**src/rtl/fg_profile_sequencer.sv**
```systemverilog
// -----------------------------------------------------------------------------
// fg_profile_sequencer
//
// Scheduler placed in front of the function generator core. It stores PROFILES
// complete generator configuration words, each with its own dwell count in
// output samples. It then steps the generator through them to produce sweeps
// and bursts without the host being involved.
//
// Ports
//   clk_i, rst_i      clock and synchronous active-high reset
//   wr_en_i           profile memory byte write strobe (accepted only in IDLE)
//   wr_prof_i         profile index for the write
//   wr_byte_i         0-7: config byte (0 = bits 7:0), 8-9: dwell (8 = LSB),
//                     10-15: ignored
//   wr_data_i         write data byte
//   start_i           start the sequence at profile 0
//   stop_i            abort the sequence (highest priority)
//   loop_i            1 = wrap to profile 0 after the last profile (sampled live)
//   last_i            index of the final profile (sampled at start)
//   sample_valid_i    generator output-valid strobe, counted only while running
//   CR_bus_o          config word driven to the generator
//   fg_enable_o       generator enable
//   profile_o         active profile index
//   busy_o            sequence running (LOAD or RUN)
//   done_STRB_o       one-cycle pulse when a non-looping sequence completes
//   wr_err_STRB_o     one-cycle pulse when a write is rejected while busy
// -----------------------------------------------------------------------------
module fg_profile_sequencer #(
    parameter int PROFILES            = 4,
    parameter int CONFIG_REG_BITWIDTH = 64,
    parameter int DWELL_BITWIDTH      = 16,
    parameter int PIDX_W              = $clog2(PROFILES)
) (
    input  logic                           clk_i,
    input  logic                           rst_i,
    input  logic                           wr_en_i,
    input  logic [PIDX_W-1:0]              wr_prof_i,
    input  logic [3:0]                     wr_byte_i,
    input  logic [7:0]                     wr_data_i,
    input  logic                           start_i,
    input  logic                           stop_i,
    input  logic                           loop_i,
    input  logic [PIDX_W-1:0]              last_i,
    input  logic                           sample_valid_i,
    output logic [CONFIG_REG_BITWIDTH-1:0] CR_bus_o,
    output logic                           fg_enable_o,
    output logic [PIDX_W-1:0]              profile_o,
    output logic                           busy_o,
    output logic                           done_STRB_o,
    output logic                           wr_err_STRB_o
);

    typedef enum logic [1:0] {
        ST_IDLE = 2'd0,
        ST_LOAD = 2'd1,
        ST_RUN  = 2'd2
    } state_t;

    state_t                         state_r;
    state_t                         state_next_s;

    logic [CONFIG_REG_BITWIDTH-1:0] cfg_mem_r   [PROFILES];
    logic [DWELL_BITWIDTH-1:0]      dwell_mem_r [PROFILES];

    logic [DWELL_BITWIDTH-1:0]      dwell_r;
    logic [PIDX_W-1:0]              last_eff_r;
    logic [CONFIG_REG_BITWIDTH-1:0] cr_bus_r;
    logic                           fg_enable_r;
    logic [PIDX_W-1:0]              profile_r;
    logic                           busy_r;
    logic                           done_r;
    logic                           wr_err_r;

    logic [PIDX_W-1:0]              idx_next_s;
    logic                           load_s;
    logic                           done_s;
    logic                           end_prof_s;
    logic                           start_ok_s;

    // A profile ends on the strobe that finds the counter at 1; a counter of 0
    // never reaches 1 and therefore holds the profile until stop.
    assign end_prof_s = (state_r == ST_RUN) && sample_valid_i &&
                        (dwell_r == DWELL_BITWIDTH'(1));
    assign start_ok_s = (state_r == ST_IDLE) && start_i && !stop_i;

    // State register.
    always_ff @(posedge clk_i) begin
        if (rst_i) begin
            state_r <= ST_IDLE;
        end else begin
            state_r <= state_next_s;
        end
    end

    // Next-state logic: stop wins over end-of-profile, which wins over start.
    always_comb begin
        state_next_s = state_r;
        idx_next_s   = profile_r;
        load_s       = 1'b0;
        done_s       = 1'b0;
        case (state_r)
            ST_IDLE: begin
                if (start_ok_s) begin
                    state_next_s = ST_LOAD;
                    idx_next_s   = {PIDX_W{1'b0}};
                    load_s       = 1'b1;
                end else begin
                    state_next_s = ST_IDLE;
                end
            end
            ST_LOAD: begin
                if (stop_i) begin
                    state_next_s = ST_IDLE;
                end else begin
                    state_next_s = ST_RUN;
                end
            end
            ST_RUN: begin
                if (stop_i) begin
                    state_next_s = ST_IDLE;
                end else if (end_prof_s) begin
                    if (profile_r != last_eff_r) begin
                        state_next_s = ST_LOAD;
                        idx_next_s   = profile_r + PIDX_W'(1);
                        load_s       = 1'b1;
                    end else if (loop_i) begin
                        state_next_s = ST_LOAD;
                        idx_next_s   = {PIDX_W{1'b0}};
                        load_s       = 1'b1;
                    end else begin
                        state_next_s = ST_IDLE;
                        done_s       = 1'b1;
                    end
                end else begin
                    state_next_s = ST_RUN;
                end
            end
            default: begin
                state_next_s = ST_IDLE;
            end
        endcase
    end

    // Profile memory: byte writes are accepted only while idle.
    always_ff @(posedge clk_i) begin
        if (rst_i) begin
            for (int p = 0; p < PROFILES; p++) begin
                cfg_mem_r[p]   <= {CONFIG_REG_BITWIDTH{1'b0}};
                dwell_mem_r[p] <= {DWELL_BITWIDTH{1'b0}};
            end
        end else if (wr_en_i && (state_r == ST_IDLE)) begin
            for (int b = 0; b < 8; b++) begin
                if ((wr_byte_i == 4'(b)) && ((b * 8 + 8) <= CONFIG_REG_BITWIDTH)) begin
                    cfg_mem_r[wr_prof_i][b*8 +: 8] <= wr_data_i;
                end
            end
            for (int b = 0; b < 2; b++) begin
                if ((wr_byte_i == 4'(8 + b)) && ((b * 8 + 8) <= DWELL_BITWIDTH)) begin
                    dwell_mem_r[wr_prof_i][b*8 +: 8] <= wr_data_i;
                end
            end
        end
    end

    // Output and datapath registers. The new config word is presented during
    // the LOAD cycle, so it is captured on the transition into LOAD while the
    // enable is still low and the generator timer reloads cleanly.
    always_ff @(posedge clk_i) begin
        if (rst_i) begin
            dwell_r     <= {DWELL_BITWIDTH{1'b0}};
            last_eff_r  <= {PIDX_W{1'b0}};
            cr_bus_r    <= {CONFIG_REG_BITWIDTH{1'b0}};
            fg_enable_r <= 1'b0;
            profile_r   <= {PIDX_W{1'b0}};
            busy_r      <= 1'b0;
            done_r      <= 1'b0;
            wr_err_r    <= 1'b0;
        end else begin
            fg_enable_r <= (state_next_s == ST_RUN);
            busy_r      <= (state_next_s != ST_IDLE);
            done_r      <= done_s;
            wr_err_r    <= wr_en_i && (state_r != ST_IDLE);
            if (start_ok_s) begin
                last_eff_r <= last_i;
            end
            if (load_s) begin
                cr_bus_r  <= cfg_mem_r[idx_next_s];
                profile_r <= idx_next_s;
                dwell_r   <= dwell_mem_r[idx_next_s];
            end else if ((state_r == ST_RUN) && sample_valid_i &&
                         (dwell_r > DWELL_BITWIDTH'(1))) begin
                dwell_r <= dwell_r - DWELL_BITWIDTH'(1);
            end
        end
    end

    assign CR_bus_o      = cr_bus_r;
    assign fg_enable_o   = fg_enable_r;
    assign profile_o     = profile_r;
    assign busy_o        = busy_r;
    assign done_STRB_o   = done_r;
    assign wr_err_STRB_o = wr_err_r;

endmodule

```
**config.mk**
```make
export PLATFORM = sky130hd
export DESIGN_NAME = fg_profile_sequencer
export DESIGN_NICKNAME = d
export VERILOG_FILES = /design/src/rtl/fg_profile_sequencer.sv
export SDC_FILE = /design/constraint.sdc
export NUM_CORES = 1
export LEC_CHECK = 0
export CORE_ASPECT_RATIO = 1.1
export CORE_MARGIN = 2
export CORE_UTILIZATION = 45
export CTS_BUF_LIST = sky130_fd_sc_hd__clkbuf_16
export DETAILED_ROUTE_END_ITERATION = 10
export PLACE_DENSITY = 0.66
export SLEW_MARGIN = 20
export SYNTH_ARGS = -nofsm -noshare
export SYNTH_HDL_FRONTEND = slang
export SYNTH_SLANG_ARGS = --single-unit
```
**constraint.sdc**
```tcl
create_clock -name clk_i -period 2.6 [get_ports clk_i]
set_input_delay 0.52 -clock clk_i [delete_from_list [all_inputs] [get_ports clk_i]]
set_output_delay 0.52 -clock clk_i [all_outputs]
set_load 0.02 [all_outputs]
```
==> summary.txt <==
CTS tree - built
crit path DAT - 2880 ps
share of layout cells above drive strength 1 - 19.6%
R2R Path Start - dwell_r[9]
Req. time, crit path - 3000 ps
DRT antenna net count - 0
Overflow after GRT - 0
count of different cell masters after synthesis - 58
largest cells by area after synthesis - edfxtp_1 56%, dfxtp_1 11%, mux2i_1 8.7%, nor2_1 5.8%, o221ai_2 3.6%
Die X-Extent - 190 um
clock skew - 19.7 ps
sequential area share after synthesis - 66.7%
Yosys top cell by area - edfxtp_1
worst setup margin - 120 ps
drc violations - 0
GRT Util Overall - 22.6%
Worst-path clk slew - 60 ps
top cells by count, synth - 320 x edfxtp_1, 265 x nor2_1, 153 x nand2_1, 148 x mux2i_1, 90 x dfxtp_1
Hold Startpoint - CR_bus_o[15]
worst vdd ir - 586 uV
Synth-to-Final Area Change - 25.9%
wire per inst - 21.3 um
initial antenna violation count - 0
via count - 11,535
Pre-antenna DRT Iters - 5
Synth Warn # - 0
ys flop type - edfxtp_1
H-tree levels - 2
Setup TNS - 0 ps
clk_lat worst skew - 550 ps
vias in the first global route - 11,531
CP startpoint kind - flop
Max Cap Viol - 0
Worst setup EP type - flop
hold_buf cts - 0
Tightest Pin Transition - 864 ps
worst-path maximum fanout - 21
final period utilization - 95.4%
EDFF count, synth - 320
Mapped Nets - 1,340
ANT cells - 0
post-place setup slack - -275 ps
RSZ-0062 raised after global routing - false
FF+latch count, synth - 410
RD Place Congestion - 0.865
DPL Wire Length - 30.0 mm
Mapped Avg Cell Area - 13.0 sq um
Worst Hold Class - reg -> reg
I/O pins - 93
status - completed
Worst Setup SP - dwell_r[9]
port bufs - 92
# rows - 74
first-pass GRT wire length - 67.8 mm
Post-synth ARST share - 0%
CTS buffer count - 41
most common cell in the synthesized netlist - edfxtp_1
number of vias per cell - 5.52
nets - 1,587
Cell Area, Synth - 17,100 sq um
Slew HR - 40.9%
DIE AREA - 39,600 sq um
highest clock rate - 403 MHz
Core Area - 37,300 sq um
Post-Route WL - 44.5 mm
Setup CP Type - reg -> reg
Syn Inst Count - 1,315
root buf cell - clkbuf_16
final slew viol count - 0
Die Span Y - 209 um
Final Core Density - 57.7%
maximum buffer depth of the clock tree - 3
largest net degree at the start of global routing - 42
final hold violations - 0
Static Leakage - 7.57 nW
Power Dens Cells - 670 nW/um^2
clk sinks - 410
Initial Utilization - 45.9%
share of the synthesized area in the top cell type - 56.2%
Min Clock Period, post-route - 2480 ps
Starting DRT DRC Count - 1,038
final setup violating endpoints - 0
path summary, 6_finish.rpt:
path	to	slack, ps	cells past startpoint
hold / removal	CR_bus_o[15]	460	2
setup reg to reg	CR_bus_o[13]	120	9
setup / recovery	CR_bus_o[13]	120	9
hold reg to reg	CR_bus_o[15]	460	2
power breakdown:
group	leakage [nW]	total (mW)	internal, mW	switching, mW
logic	2.82	1.02	0.429	0.592
registers	4.07	7.42	7.30	0.112
clock network	0.687	6.01	3.54	2.47
total	7.57	14.4	11.3	3.17
layout by cell type, fill, tap and decap left out, types with 5 or more instances in the layout:
cell,netlist,final
nor2_1,265,265
clkdlybuf4s50_1,0,92
nand3_1,10,10
a21oi_1,15,15
nand2_1,153,153
dfxtp_1,90,90
nor3_1,12,11
a221oi_2,5,5
buf_4,8,151
xnor2_1,5,5
nand4_1,5,5
o221ai_2,41,41
nor3b_1,5,5
clkbuf_16,0,42
buf_12,0,40
a221oi_1,7,7
clkinv_1,0,10
bufinv_16,0,6
o221ai_1,33,33
inv_1,37,44
mux2i_1,148,147
or4_1,5,5
o31ai_1,8,8
edfxtp_1,320,320
xor2_1,9,9
timing repair:
item                       CTS  global route
setup endpoints to repair    0            71
setup buffers                0             1
gates resized for setup      0             3
cell families after synthesis:
group / Yosys count / synth area share (%)
AO/OA/AOI/OAI: 137 / 8.36
XOR/XNOR: 14 / 0.717
adder cells (fa/ha/maj): 2 / 0.146
buffers and inverters: 116 / 3.39
flip-flops: 410 / 66.7
multiplexers: 149 / 8.72
AND/OR/NAND/NOR: 487 / 12.0
cell type report:
class                           count  area, sq um
Fill cell                        2954        15800
Sequential cell                   410        11400
Multi-Input combinational cell    789         5150
Timing Repair Buffer              283         2860
Clock buffer                       42         1050
Tap cell                          494          618
Clock inverter                     33          320
Inverter                           37          139
per-layer routing:
metal | GRT usage (%) | routed length (um) | share of wire, % | vias up
met2 | 37.6 | 21600 | 48 | 430
li1 | - | - | - | 5287
met5 | 0 | 0 | 0 | -
met1 | 30.8 | 18900 | 42 | 5734
met3 | 3.21 | 2810 | 6.3 | 84
met4 | 7.03 | 1310 | 2.9 | 0
metrics by stage:
stage	instances	cell area (sq um)	total power [mW]	hold slack (ps)
global placement	2012	20200	8.55	450
floorplan	1315	17100	8.01	458
finish	2088	21500	14.4	462
CTS	2087	21500	14.5	468
detailed placement	2012	20200	8.57	448
global route	2088	21500	14.8	477
worst max-delay path: stages (launching register included):
cell and delay, ps:
dfxtp_1 350, nor4_1 310, buf_4 180, and4_2 330
a41oi_4 180, a31oi_4 200, buf_12 230, buf_12 170
mux2i_1 210, o221ai_1 140
registers in the layout, indices dropped and copies added (netlist names):
signal,flops
cfg_mem_r,256
CR_bus_o,64
dwell_mem_r,64
dwell_r,16
last_eff_r,2
profile_o,2
state_r,2
busy_o,1
done_STRB_o,1
fg_enable_o,1
wr_err_STRB_o,1
Note: power is estimated with default switching activity, not from simulation.
